File: src/rtl/lemming_pkg.sv
// Shared widths, action encoding and surface-map helpers for the lemming terrain model.
package lemming_pkg;

    localparam int FW      = 5;
    localparam int MAP_MAX = 256;

    typedef enum logic [2:0] {
        ACT_NONE  = 3'd0,
        ACT_FALL  = 3'd1,
        ACT_LAND  = 3'd2,
        ACT_DIG   = 3'd3,
        ACT_LEFT  = 3'd4,
        ACT_RIGHT = 3'd5
    } action_e;

    // Builds a packed map with every column set to the same surface row.
    function automatic logic [MAP_MAX-1:0] flat_map(input int cols, input int yw, input int val);
        logic [MAP_MAX-1:0] m;
        m = {MAP_MAX{1'b0}};
        for (int c = 0; c < cols; c++) begin
            m = m | (MAP_MAX'(val) << (c * yw));
        end
        return m;
    endfunction

    function automatic logic [7:0] surface_at(input logic [MAP_MAX-1:0] map, input int col,
                                              input int yw);
        logic [MAP_MAX-1:0] sh;
        sh = map >> (col * yw);
        return 8'(sh) & 8'((1 << yw) - 1);
    endfunction

endpackage

File: src/rtl/lemming_fall_tracker.sv
// Saturating fall-length counter and the splat decision taken on landing.
module lemming_fall_tracker
    import lemming_pkg::*;
#(
    parameter int FALL_LIMIT = 5
) (
    input  logic          sys_clk,
    input  logic          sys_rst_n,
    input  logic          fall_step,
    input  logic          land,
    output logic [FW-1:0] fall_cnt,
    output logic          land_splat
);

    logic [FW-1:0] fall_cnt_r;

    // Count cycles spent falling; a landing clears the count.
    always_ff @(posedge sys_clk or posedge sys_rst_n) begin
        if (sys_rst_n) begin
            fall_cnt_r <= {FW{1'b0}};
        end else if (land) begin
            fall_cnt_r <= {FW{1'b0}};
        end else if (fall_step && (fall_cnt_r != {FW{1'b1}})) begin
            fall_cnt_r <= fall_cnt_r + FW'(1);
        end else begin
            fall_cnt_r <= fall_cnt_r;
        end
    end

    assign fall_cnt   = fall_cnt_r;
    assign land_splat = (fall_cnt_r > FW'(FALL_LIMIT));

endmodule

File: src/rtl/lemming_world.sv
// Closed-loop terrain model: tracks the lemming against a per-column surface map and feeds the walker FSM.
module lemming_world
    import lemming_pkg::*;
#(
    parameter int COLS       = 16,
    parameter int DEPTH      = 8,
    parameter int X_INIT     = 4,
    parameter int Y_INIT     = 2,
    parameter int EXIT_COL   = 15,
    parameter int FALL_LIMIT = 5,
    parameter logic [MAP_MAX-1:0] INIT_SURFACE = flat_map(COLS, $clog2(DEPTH + 1), Y_INIT + 1)
) (
    input  logic                         sys_clk,
    input  logic                         sys_rst_n,
    input  logic                         walk_left,
    input  logic                         walk_right,
    input  logic                         aaah,
    input  logic                         digging,
    input  logic                         cfg_we,
    input  logic [$clog2(COLS)-1:0]      cfg_col,
    input  logic [$clog2(DEPTH+1)-1:0]   cfg_surf,
    output logic                         bump_left,
    output logic                         bump_right,
    output logic                         ground,
    output logic [$clog2(COLS)-1:0]      pos_x,
    output logic [$clog2(DEPTH+1)-1:0]   pos_y,
    output logic [FW-1:0]                fall_cnt,
    output logic                         splat,
    output logic                         saved,
    output logic                         lost,
    output logic                         done
);

    localparam int XW = $clog2(COLS);
    localparam int YW = $clog2(DEPTH + 1);

    logic [YW-1:0] surf_r [COLS];
    logic [XW-1:0] x_r;
    logic [YW-1:0] y_r;
    logic          splat_r, saved_r, lost_r;
    logic          done_s, bump_left_s, bump_right_s, ground_s, land_splat_s, fall_step_s;
    action_e       action_s;

    assign done_s = splat_r | saved_r | lost_r;

    // Sensor decode from registered state only, so the Moore FSM loop stays acyclic.
    always_comb begin
        bump_left_s  = 1'b1;
        bump_right_s = 1'b1;
        if (x_r == {XW{1'b0}}) begin
            bump_left_s = 1'b1;
        end else begin
            bump_left_s = (surf_r[x_r - XW'(1)] <= y_r);
        end
        if (x_r == XW'(COLS - 1)) begin
            bump_right_s = 1'b1;
        end else begin
            bump_right_s = (surf_r[x_r + XW'(1)] <= y_r);
        end
        ground_s = (surf_r[x_r] == (y_r + YW'(1))) && (surf_r[x_r] != YW'(DEPTH));
    end

    // One action per edge, priority aaah > digging > walk_left > walk_right.
    always_comb begin
        action_s = ACT_NONE;
        if (done_s) begin
            action_s = ACT_NONE;
        end else if (aaah) begin
            action_s = ground_s ? ACT_LAND : ACT_FALL;
        end else if (digging) begin
            action_s = ground_s ? ACT_DIG : ACT_NONE;
        end else if (walk_left) begin
            action_s = bump_left_s ? ACT_NONE : ACT_LEFT;
        end else if (walk_right) begin
            action_s = bump_right_s ? ACT_NONE : ACT_RIGHT;
        end else begin
            action_s = ACT_NONE;
        end
    end

    assign fall_step_s = (action_s == ACT_FALL) && (y_r != YW'(DEPTH - 1));

    lemming_fall_tracker #(.FALL_LIMIT(FALL_LIMIT)) u_fall (
        .sys_clk    (sys_clk),
        .sys_rst_n  (sys_rst_n),
        .fall_step  (fall_step_s),
        .land       (action_s == ACT_LAND),
        .fall_cnt   (fall_cnt),
        .land_splat (land_splat_s)
    );

    // Position, terrain and sticky status; cfg writes keep landing even after done.
    always_ff @(posedge sys_clk or posedge sys_rst_n) begin
        if (sys_rst_n) begin
            x_r     <= XW'(X_INIT);
            y_r     <= YW'(Y_INIT);
            splat_r <= 1'b0;
            saved_r <= 1'b0;
            lost_r  <= 1'b0;
            for (int c = 0; c < COLS; c++) begin
                surf_r[c] <= YW'(surface_at(INIT_SURFACE, c, YW));
            end
        end else begin
            case (action_s)
                ACT_FALL: begin
                    if (y_r == YW'(DEPTH - 1)) begin
                        lost_r <= 1'b1;
                    end else begin
                        y_r <= y_r + YW'(1);
                    end
                end
                ACT_LAND:  splat_r <= land_splat_s;
                ACT_DIG: begin
                    surf_r[x_r] <= surf_r[x_r] + YW'(1);
                    y_r         <= y_r + YW'(1);
                end
                ACT_LEFT:  x_r <= x_r - XW'(1);
                ACT_RIGHT: x_r <= x_r + XW'(1);
                default:   x_r <= x_r;
            endcase
            if (ground_s && (x_r == XW'(EXIT_COL)) && !done_s) begin
                saved_r <= 1'b1;
            end
            // The dig target is always column x, which a cfg write may never hit.
            if (cfg_we && (int'(cfg_col) < COLS) && (cfg_col != x_r)) begin
                surf_r[cfg_col] <= (cfg_surf > YW'(DEPTH)) ? YW'(DEPTH) : cfg_surf;
            end
        end
    end

    assign bump_left  = bump_left_s;
    assign bump_right = bump_right_s;
    assign ground     = ground_s;
    assign pos_x      = x_r;
    assign pos_y      = y_r;
    assign splat      = splat_r;
    assign saved      = saved_r;
    assign lost       = lost_r;
    assign done       = done_s;

endmodule

File: config.mk
export PLATFORM = sky130hd
export DESIGN_NAME = lemming_world
export DESIGN_NICKNAME = d
export VERILOG_FILES = /design/src/rtl/lemming_pkg.sv /design/src/rtl/lemming_fall_tracker.sv /design/src/rtl/lemming_world.sv
export SDC_FILE = /design/constraint.sdc
export NUM_CORES = 1
export LEC_CHECK = 0
export CAP_MARGIN = 10
export CORE_UTILIZATION = 60
export DETAILED_ROUTE_END_ITERATION = 12
export HOLD_SLACK_MARGIN = 0.15
export PLACE_DENSITY_LB_ADDON = 0.25
export SKIP_CTS_REPAIR_TIMING = 1
export SLEW_MARGIN = 20
export SYNTH_ARGS = -nofsm -noshare
export SYNTH_HDL_FRONTEND = slang
export SYNTH_SLANG_ARGS = --single-unit
File: constraint.sdc
create_clock -name sys_clk -period 7.4 [get_ports sys_clk]
set_input_delay 1.11 -clock sys_clk [delete_from_list [all_inputs] [get_ports sys_clk]]
set_output_delay 1.11 -clock sys_clk [all_outputs]
set_load 0.005 [all_outputs]
==> results.sh, run 1 <==
export IMPL_fin_setup_tns_ns=0
export IMPL_pin_count_of_the_biggest_net_entering_global_routing=81
export IMPL_max_slew_margin_rel=0.284
export IMPL_final_setup_worst_slack_ns=1.44
export IMPL_via_per_inst=6.90
export IMPL_dr_total_vias=4504
export IMPL_globalplace_congestion=0.917
export IMPL_drt_first_iter_violations=440
export IMPL_critical_path_slowest_cell="ha_1"
export IMPL_initial_core_utilization=0.621
export IMPL_final_core_utilization=0.684
export IMPL_worst_setup_path_type="flop to output pin"
export IMPL_grtUsageTotal=0.327
export IMPL_critPathRequiredTime_ns=6.29
export IMPL_area_added_between_synthesis_and_finish_pct=10.1
export IMPL_vias_in_the_first_global_route=4426
export IMPL_unrepaired_setup_endpoints_after_global_routing="false"
export IMPL_tightestPinTransition_ns=1.07
export IMPL_critPathMaxStageDelay_ns=0.99
export IMPL_ys_types=46
export IMPL_asyncSetResetFlopFracSynth=1.00
export IMPL_timing_clock_skew_ns=0.0114
export IMPL_synthesis_area_per_instance_um2=12.1
export IMPL_synth_net_count=536
export IMPL_synth_ff_type="dfrtp_1"
export IMPL_fin_nets=549
export IMPL_layout_cells_sized_above_1=0.254
export IMPL_clockBufferDepth=2
export IMPL_cellLeakagePower_nw=2.92
export IMPL_worstSetupStartpointType="flop"
export IMPL_port_buffers=34
export IMPL_outcome="finished, final reports clean"
export IMPL_number_of_antenna_violations_at_the_first_check_in_global_routing=0
export IMPL_numCtsBuffers=9
export IMPL_delay_heaviest_family_cp="buffers and inverters"
export IMPL_layout_filler_cells=757
export IMPL_detail_route_wirelength_um=15900
export IMPL_clock_sinks=80
export IMPL_final_max_slew_violation_count=0
export IMPL_grt_pass1_wl_um=24900
export IMPL_antenna_diode_count=0
export IMPL_path_clk_slew_ns=0.09
export IMPL_syn_instance_count=502
export IMPL_die_area_um2=10600
export IMPL_post_place_ws_ns=1.83
export IMPL_number_of_storage_elements_in_the_synthesis_netlist=80
export IMPL_floorplan_rows=36
export IMPL_timing_critical_path_cells="buf_4 > inv_1 > ha_1 > buf_4 > mux4_2 > mux4_2 > inv_1 > ha_1 > nor2b_1 > o21a_1 > o21a_1 > o21ai_0 > clkdlybuf4s50_1"
export IMPL_clock_tree_htree_level_count=3
export IMPL_max_cap_viol_count=0
export IMPL_final_antenna_net_count=0
export IMPL_power_density_nw_per_um2=462
export IMPL_globalRoute_totalOverflow=0
export IMPL_drc=0
export IMPL_worstPathBufferInverterCount=5
export IMPL_final_period_utilization=0.806
export IMPL_detail_route_first_pass_iterations=5
export IMPL_end_kind="output pin"
export IMPL_setup_viol=0
export IMPL_synth_edf_count=0
export IMPL_peakVddDrop_mv=0.295
export IMPL_detail_route_wl_per_cell_um=24.4
export IMPL_chipWidth_um=103
export IMPL_pin_count=35
export IMPL_cts_tree="yes"
export IMPL_timing_final_hold_violations=0
export IMPL_floorplan_core_area_um2=9820
export IMPL_hold_path_class="flop to flop"
export IMPL_fraction_of_the_yosys_area_taken_by_sequential_cells=0.335
export IMPL_synth_cell_area_um2=6100
export IMPL_die_y_um=103
export IMPL_fmaxAchievable_mhz=168
export IMPL_crit_arrival_ns=4.85
export IMPL_ctsRootBufferMaster="clkbuf_8"
export IMPL_layout_min_cycle_time_ns=5.96
export IMPL_crit_fanout=23
export IMPL_synth_warning_count=0
export IMPL_latest_clock_arrival_within_the_worst_skew_pair_ns=0.37
export IMPL_place_detailed_hpwl_um=11400
[synth_stat cells, types with 3 or more instances]
library cell,count,area share
buf_1,11,0.0068
mux2_2,16,0.030
nand2_1,27,0.017
o211ai_1,3,0.0037
nand3_1,18,0.015
o21a_1,4,0.0049
dfstp_2,34,0.15
buf_2,6,0.0049
mux4_2,54,0.20
inv_1,14,0.0086
mux4_1,3,0.013
ha_1,19,0.039
clkbuf_1,19,0.012
nor2b_1,10,0.010
nor3_1,7,0.0057
and3_1,10,0.010
dfrtp_1,46,0.19
xnor2_1,8,0.011
o21ai_0,13,0.011
mux2i_1,116,0.19
nand2b_1,5,0.0051
a21oi_1,4,0.0033
xor2_1,11,0.016
nor2_1,16,0.0099
[cells in the final DEF (no fill, tap or decap), drive strengths merged, types with 4 or more instances in the layout]
| cell | n |
|---|---|
| clkbuf | 13 |
| nor3 | 7 |
| dfstp | 34 |
| o21ai | 13 |
| a21oi | 4 |
| ha | 19 |
| and3 | 10 |
| mux2 | 17 |
| xnor2 | 8 |
| xor2 | 11 |
| o21a | 4 |
| clkdlybuf4s50 | 34 |
| nand2 | 27 |
| mux4 | 57 |
| nor2 | 16 |
| inv | 13 |
| nor2b | 10 |
| dfrtp | 46 |
| mux2i | 116 |
| buf | 5 |
| nand3 | 18 |
| nand2b | 5 |
[worst register-to-register path, delay by kind of cell, from the launching register on]
family                     cells  cell delay, ns
AOI/OAI and AO/OA              3            0.73
adders and majority gates      2            1.30
buffers and inverters          3            0.86
DFF                            1            0.33
muxes                          4            1.40
and+or+nand+nor                1            0.37
[registers in the layout, summed over array words and instances (netlist names)]
signal and cells:
pos_y 4, splat 1, saved 1, u_fall.fall_cnt 5
lost 1, pos_x 4, surf_r 64
[logic make-up after synthesis]
kind of cell	count (synthesis)	synth area share
XOR/XNOR	19	0.0273
AO/OA/AOI/OAI	38	0.0429
flip-flops	80	0.335
AND/OR/NAND/NOR	105	0.0874
adder cells (fa/ha/maj)	19	0.0390
buffers and inverters	51	0.0339
multiplexers	190	0.434
[per-stage QoR]
step	cell area (um^2)	hold WS (ns)	total power [mW]	std cells
final	6710	0.502	3.10	653
after global routing	6710	0.532	3.29	653
after CTS	6710	0.508	3.09	653
after detailed placement	6510	0.488	2.74	637
after global placement	6510	0.488	2.67	637
after floorplan	6100	0.490	2.15	502
[power by group]
part / internal [mW] / total (mW) / switching, mW
sequential: 0.623 / 0.844 / 0.220
clock: 0.174 / 0.340 / 0.166
combinational: 0.967 / 1.92 / 0.953
total: 1.76 / 3.10 / 1.34
[routing by layer]
layer | vias to the layer above | wire (um) | global-route usage
met1 | 2276 | 6410 | 0.451
met5 | - | 0 | 0
met2 | 253 | 7410 | 0.493
met4 | 0 | 510 | 0.135
met3 | 44 | 1580 | 0.0868
li1 | 1931 | - | -
[layout make-up]
cell class | count | area, um^2 | share of cell area
multi-input cells | 371 | 3870 | 0.576
clock buffers | 13 | 159 | 0.0237
clock inverters | 3 | 40.0 | 0.00596
flip-flops and latches | 80 | 2050 | 0.305
repair buffers | 39 | 382 | 0.0568
inverters | 14 | 53.8 | 0.00801
well taps | 133 | 166 | 0.0248
[final timing paths]
kind	cells after the start	to	from	slack, ns
worst max-delay path	13	bump_right	pos_x[1]$_DFFE_PP0P_	1.44
worst min-delay path	1	saved$_DFFE_PP0P_	saved$_DFFE_PP0P_	0.50
worst max register to register	13	pos_x[3]$_DFFE_PP0P_	pos_x[1]$_DFFE_PP0P_	2.31
worst min register to register	1	saved$_DFFE_PP0P_	saved$_DFFE_PP0P_	0.50
max in group asynchronous	3	surf_r[26]$_DFF_PP0_	sys_rst_n	5.62
min in group asynchronous	3	surf_r[10]$_DFF_PP0_	sys_rst_n	1.25
(Power assumes the default switching activity.)
==> run 2: changes to the inputs <==
clock period = 6.15 ns   (was 7.4 ns; I/O delays follow)
==> run 2 against run 1 <==
Count of clock-buffer cells in the layout is 3 lower. Critical path depth shrank 2. Setup slack lost 0.46 ns. First-iteration DRC count is 18% higher. Wire length rose by 1.3%. Sequential share of layout area barely moved.
==> results.sh, run 2 (synthesized netlist as in run 1, its figures left out) <==
export IMPL_count_of_cell_instances_traversed_by_the_critical_path=11
export IMPL_latest_clock_arrival_within_the_worst_skew_pair_ns=0.38
export IMPL_power_density_nw_per_um2=557
export IMPL_critical_path_reg2reg_endpoint="u_fall.fall_cnt[3]$_DFFE_PP0P_"
export IMPL_initial_core_utilization=0.621
export IMPL_die_y_um=103
export IMPL_pin_count=35
export IMPL_cellLeakagePower_nw=2.92
export IMPL_grt_pass1_wl_um=25800
export IMPL_vias_in_the_first_global_route=4628
export IMPL_pin_count_of_the_biggest_net_entering_global_routing=81
export IMPL_floorplan_core_area_um2=9820
export IMPL_tightestPinTransition_ns=1.04
export IMPL_cts_tree="yes"
export IMPL_timing_critical_path_cells="buf_4 > mux4_2 > mux2i_1 > mux2_2 > ha_1 > nor2b_1 > mux2_2 > mux2i_1 > a2bb2oi_2 > nor3_1 > clkdlybuf4s50_1"
export IMPL_clockBufferDepth=2
export IMPL_final_period_utilization=0.841
export IMPL_detail_route_wl_per_cell_um=24.6
export IMPL_ctsRootBufferMaster="clkbuf_8"
export IMPL_setup_viol=0
export IMPL_hold_slack_ns=0.507
export IMPL_numCtsBuffers=9
export IMPL_worst_setup_path_type="flop to output pin"
export IMPL_post_place_ws_ns=1.38
export IMPL_max_slew_margin_rel=0.304
export IMPL_reg2regPathDepth=13
export IMPL_fmaxAchievable_mhz=193
export IMPL_number_of_antenna_violations_at_the_first_check_in_global_routing=0
export IMPL_layout_cells_sized_above_1=0.257
export IMPL_antenna_diode_count=0
export IMPL_max_cap_viol_count=0
export IMPL_hold_path_class="flop to flop"
export IMPL_critPathRequiredTime_ns=5.23
export IMPL_path_clk_slew_ns=0.08
export IMPL_largest_register="surf_r"
export IMPL_ff2ff_setup_slack_ns=1.44
export IMPL_chipWidth_um=103
export IMPL_outcome="finished, final reports clean"
export IMPL_fin_setup_tns_ns=0
export IMPL_drt_first_iter_violations=517
export IMPL_setup_worst_path_end="ground"
export IMPL_peakVddDrop_mv=0.308
export IMPL_r2r_path_start="pos_x[0]$_DFFE_PP0P_"
export IMPL_startpoint="pos_x[0]$_DFFE_PP0P_"
export IMPL_port_buffers=34
export IMPL_clock_sinks=80
export IMPL_globalplace_congestion=0.997
export IMPL_layout_min_cycle_time_ns=5.17
export IMPL_worstSetupStartpointType="flop"
export IMPL_via_per_inst=6.95
export IMPL_delay_heaviest_family_cp="multiplexers"
export IMPL_unrepaired_setup_endpoints_after_global_routing="false"
export IMPL_final_antenna_net_count=0
export IMPL_detail_route_wirelength_um=16100
export IMPL_crit_fanout=49
export IMPL_timing_clock_skew_ns=0.00946
export IMPL_final_setup_worst_slack_ns=0.981
export IMPL_most_common_layout_cells="mux2i_1, mux4_2, dfrtp_1"
export IMPL_clock_tree_htree_level_count=3
export IMPL_die_area_um2=10600
export IMPL_dr_total_vias=4553
export IMPL_critPathMaxStageDelay_ns=0.62
export IMPL_final_max_slew_violation_count=0
export IMPL_largest_reg_flops=64
export IMPL_critical_path_slowest_cell="mux4_2"
export IMPL_layout_filler_cells=747
export IMPL_crit_arrival_ns=4.25
export IMPL_end_kind="output pin"
export IMPL_timing_final_hold_violations=0
export IMPL_globalRoute_totalOverflow=0
export IMPL_drc=0
export IMPL_area_added_between_synthesis_and_finish_pct=10.1
export IMPL_floorplan_rows=36
export IMPL_place_detailed_hpwl_um=11400
export IMPL_grtUsageTotal=0.336
export IMPL_detail_route_first_pass_iterations=5
export IMPL_fin_nets=551
export IMPL_holdCritStartpoint="saved$_DFFE_PP0P_"
export IMPL_mostFrequentLayoutCell="mux2i_1"
export IMPL_worstPathBufferInverterCount=2
## run 2: cell types whose count changed in the layout (fill, tap and decap cells not counted), sizes merged
cell      previous run  this run
clkinv               3         4
clkbuf              13        10
clkinvlp             0         2
buf                  5         7
## run 2: metrics by stage
stage	cells	power [mW]	cell area [um^2]	utilization
after global placement	639	3.23	6520	0.664
final	655	3.74	6710	0.684
after CTS	655	3.72	6710	0.683
after floorplan	502	2.59	6100	-
after global routing	655	3.97	6710	0.684
after detailed placement	639	3.31	6520	0.664
## run 2: area by class of cell
cell class	instances	area (um^2)	area share
clock inverter	6	60.1	0.00895
timing repair buffer	41	397	0.0591
sequential	80	2050	0.305
clock buffer	10	128	0.0190
inverter	14	53.8	0.00801
tap	133	166	0.0248
multi-input combinational	371	3860	0.575
## run 2: routing by layer
metal | wire (um) | track usage | up-vias
met5 | 0 | 0 | -
met4 | 572 | 0.157 | 0
met3 | 1520 | 0.0637 | 47
met2 | 7540 | 0.525 | 291
met1 | 6480 | 0.460 | 2285
li1 | - | - | 1930
## run 2: worst min path at each step
stage                                    to  slack, ns  cells past startpoint
after floorplan           saved$_DFFE_PP0P_       0.49                      1
after global placement    saved$_DFFE_PP0P_       0.48                      1
after detailed placement   lost$_DFFE_PP0P_       0.49                      1
after CTS                  lost$_DFFE_PP0P_       0.51                      1
after global routing       lost$_DFFE_PP0P_       0.52                      1
final                     saved$_DFFE_PP0P_       0.51                      1
## run 2: where the power goes
| group | leakage, nW | switching (mW) | internal (mW) |
|---|---|---|---|
| registers | 0.936 | 0.254 | 0.750 |
| clock network | 0.0920 | 0.201 | 0.185 |
| logic | 1.89 | 1.18 | 1.17 |
| total | 2.92 | 1.63 | 2.10 |
==> run 3: changes to the inputs <==
clock period = 4.8 ns   (was 6.15 ns; I/O delays follow)
==> run 3 against run 2 <==
Global-route usage rose by 0.68 points. First-iteration DRC count down 20%. Clock power increased by 31%. Via count grew 1.7%.
==> results.sh, run 3 (synthesized netlist as in run 1, its figures left out) <==
export IMPL_fin_setup_tns_ns=0
export IMPL_grtUsageTotal=0.343
export IMPL_detailed_place_area_um2=6580
export IMPL_final_max_slew_violation_count=0
export IMPL_initial_core_utilization=0.621
export IMPL_port_buffers=34
export IMPL_place_detailed_hpwl_um=12000
export IMPL_setup_viol=0
export IMPL_cts_tree="yes"
export IMPL_chipWidth_um=103
export IMPL_unrepaired_setup_endpoints_after_global_routing="false"
export IMPL_post_place_ws_ns=0.211
export IMPL_layout_filler_cells=761
export IMPL_floorplan_rows=36
export IMPL_critPathRequiredTime_ns=4.08
export IMPL_clock_sinks=80
export IMPL_most_common_layout_cells="mux2i_1, mux4_2, dfrtp_1"
export IMPL_drc=0
export IMPL_tightestPinTransition_ns=1.02
export IMPL_final_setup_worst_slack_ns=0.156
export IMPL_clockBufferDepth=2
export IMPL_die_y_um=103
export IMPL_sequential_cell_area_um2=2050
export IMPL_crit_fanout=12
export IMPL_dr_total_vias=4631
export IMPL_ctsRootBufferMaster="clkbuf_8"
export IMPL_crit_arrival_ns=3.92
export IMPL_via_per_inst=7.00
export IMPL_path_clk_slew_ns=0.08
export IMPL_grt_pass1_wl_um=25700
export IMPL_final_period_utilization=0.968
export IMPL_numCtsBuffers=9
export IMPL_latest_clock_arrival_within_the_worst_skew_pair_ns=0.39
export IMPL_max_slew_margin_rel=0.312
export IMPL_vias_in_the_first_global_route=4577
export IMPL_largest_register="surf_r"
export IMPL_hold_path_class="flop to flop"
export IMPL_globalRouteMet3Util=0.104
export IMPL_globalRoute_totalOverflow=0
export IMPL_detail_route_wirelength_um=16600
export IMPL_fin_nets=558
export IMPL_cellLeakagePower_nw=2.96
export IMPL_fmaxAchievable_mhz=215
export IMPL_detail_route_first_pass_iterations=5
export IMPL_die_area_um2=10600
export IMPL_gr_max_usage_layer="met2"
export IMPL_timing_clock_skew_ns=0.0136
export IMPL_drt_first_iter_violations=416
export IMPL_timing_critical_path_cells="inv_1 > ha_4 > mux4_2 > mux4_2 > ha_1 > nor2b_1 > o21a_1 > o21a_1 > o21ai_0 > clkdlybuf4s50_1"
export IMPL_worst_setup_path_type="flop to output pin"
export IMPL_final_antenna_net_count=0
export IMPL_mostFrequentLayoutCell="mux2i_1"
export IMPL_multi_input_comb_area_um2=3890
export IMPL_max_cap_viol_count=0
export IMPL_timing_final_hold_violations=0
export IMPL_antenna_diode_count=0
export IMPL_grtUsageMet2=0.511
export IMPL_grtUsageMet1=0.455
export IMPL_pin_count=35
export IMPL_detail_route_wl_per_cell_um=25.1
export IMPL_globalplace_congestion=1.03
export IMPL_peakVddDrop_mv=0.611
export IMPL_power_density_nw_per_um2=736
export IMPL_outcome="finished, final reports clean"
export IMPL_floorplan_core_area_um2=9820
export IMPL_end_kind="output pin"
export IMPL_layout_cells_sized_above_1=0.274
export IMPL_largest_reg_flops=64
export IMPL_worstSetupStartpointType="flop"
export IMPL_critical_path_slowest_cell="mux4_2"
export IMPL_critPathMaxStageDelay_ns=0.56
export IMPL_layout_cell_area_non_filler_um2=6820
export IMPL_number_of_antenna_violations_at_the_first_check_in_global_routing=0
export IMPL_layout_min_cycle_time_ns=4.64
export IMPL_pin_count_of_the_biggest_net_entering_global_routing=50
export IMPL_area_added_between_synthesis_and_finish_pct=11.8
export IMPL_clock_tree_htree_level_count=3
run 3: area by class of cell:
type | instances | share of cell area
multi-input combinational | 371 | 0.571
sequential | 80 | 0.300
timing repair buffer | 48 | 0.0683
tap | 133 | 0.0244
clock buffer | 9 | 0.0182
clock inverter | 7 | 0.0106
inverter | 14 | 0.00789
run 3: power by group:
group | internal (mW) | switching (mW)
Combinational | 1.62 | 1.60
Sequential | 0.962 | 0.329
Clock | 0.240 | 0.266
run 3: worst paths after layout:
kind | cells past startpoint | to | startpoint | slack [ns]
max in group asynchronous | 3 | surf_r[17]$_DFF_PP1_ | sys_rst_n | 3.07
min in group asynchronous | 2 | surf_r[34]$_DFF_PP0_ | sys_rst_n | 0.76
max reg2reg | 12 | pos_x[2]$_DFFE_PP1P_ | pos_x[0]$_DFFE_PP0P_ | 0.64
min | 1 | saved$_DFFE_PP0P_ | saved$_DFFE_PP0P_ | 0.50
min reg2reg | 1 | saved$_DFFE_PP0P_ | saved$_DFFE_PP0P_ | 0.50
max | 10 | bump_right | pos_x[0]$_DFFE_PP0P_ | 0.16
run 3: routing by layer:
layer	vias up	wire, um
li1	1956	-
met1	2303	6540
met2	294	7570
met3	78	1610
met4	0	881
met5	-	0
run 3: per-stage QoR:
stage / hold WS, ns / util / power, mW / std cells
2_1_floorplan: 0.490 / - / 3.33 / 502
3_3_place_gp: 0.484 / 0.670 / 4.26 / 646
3_5_place_dp: 0.494 / 0.670 / 4.40 / 646
4_1_cts: 0.512 / 0.690 / 4.92 / 662
5_1_grt: 0.521 / 0.694 / 5.29 / 662
6_report: 0.504 / 0.694 / 5.02 / 662
run 3: worst max-delay path, delay by kind of cell (launching register included):
family	cells	cell delay, ns
multiplexers	2	1.04
adder cells (fa/ha/maj)	2	0.76
AO/OA/AOI/OAI	3	0.54
AND/OR/NAND/NOR	1	0.14
buffers and inverters	2	0.67
flip-flops	1	0.38
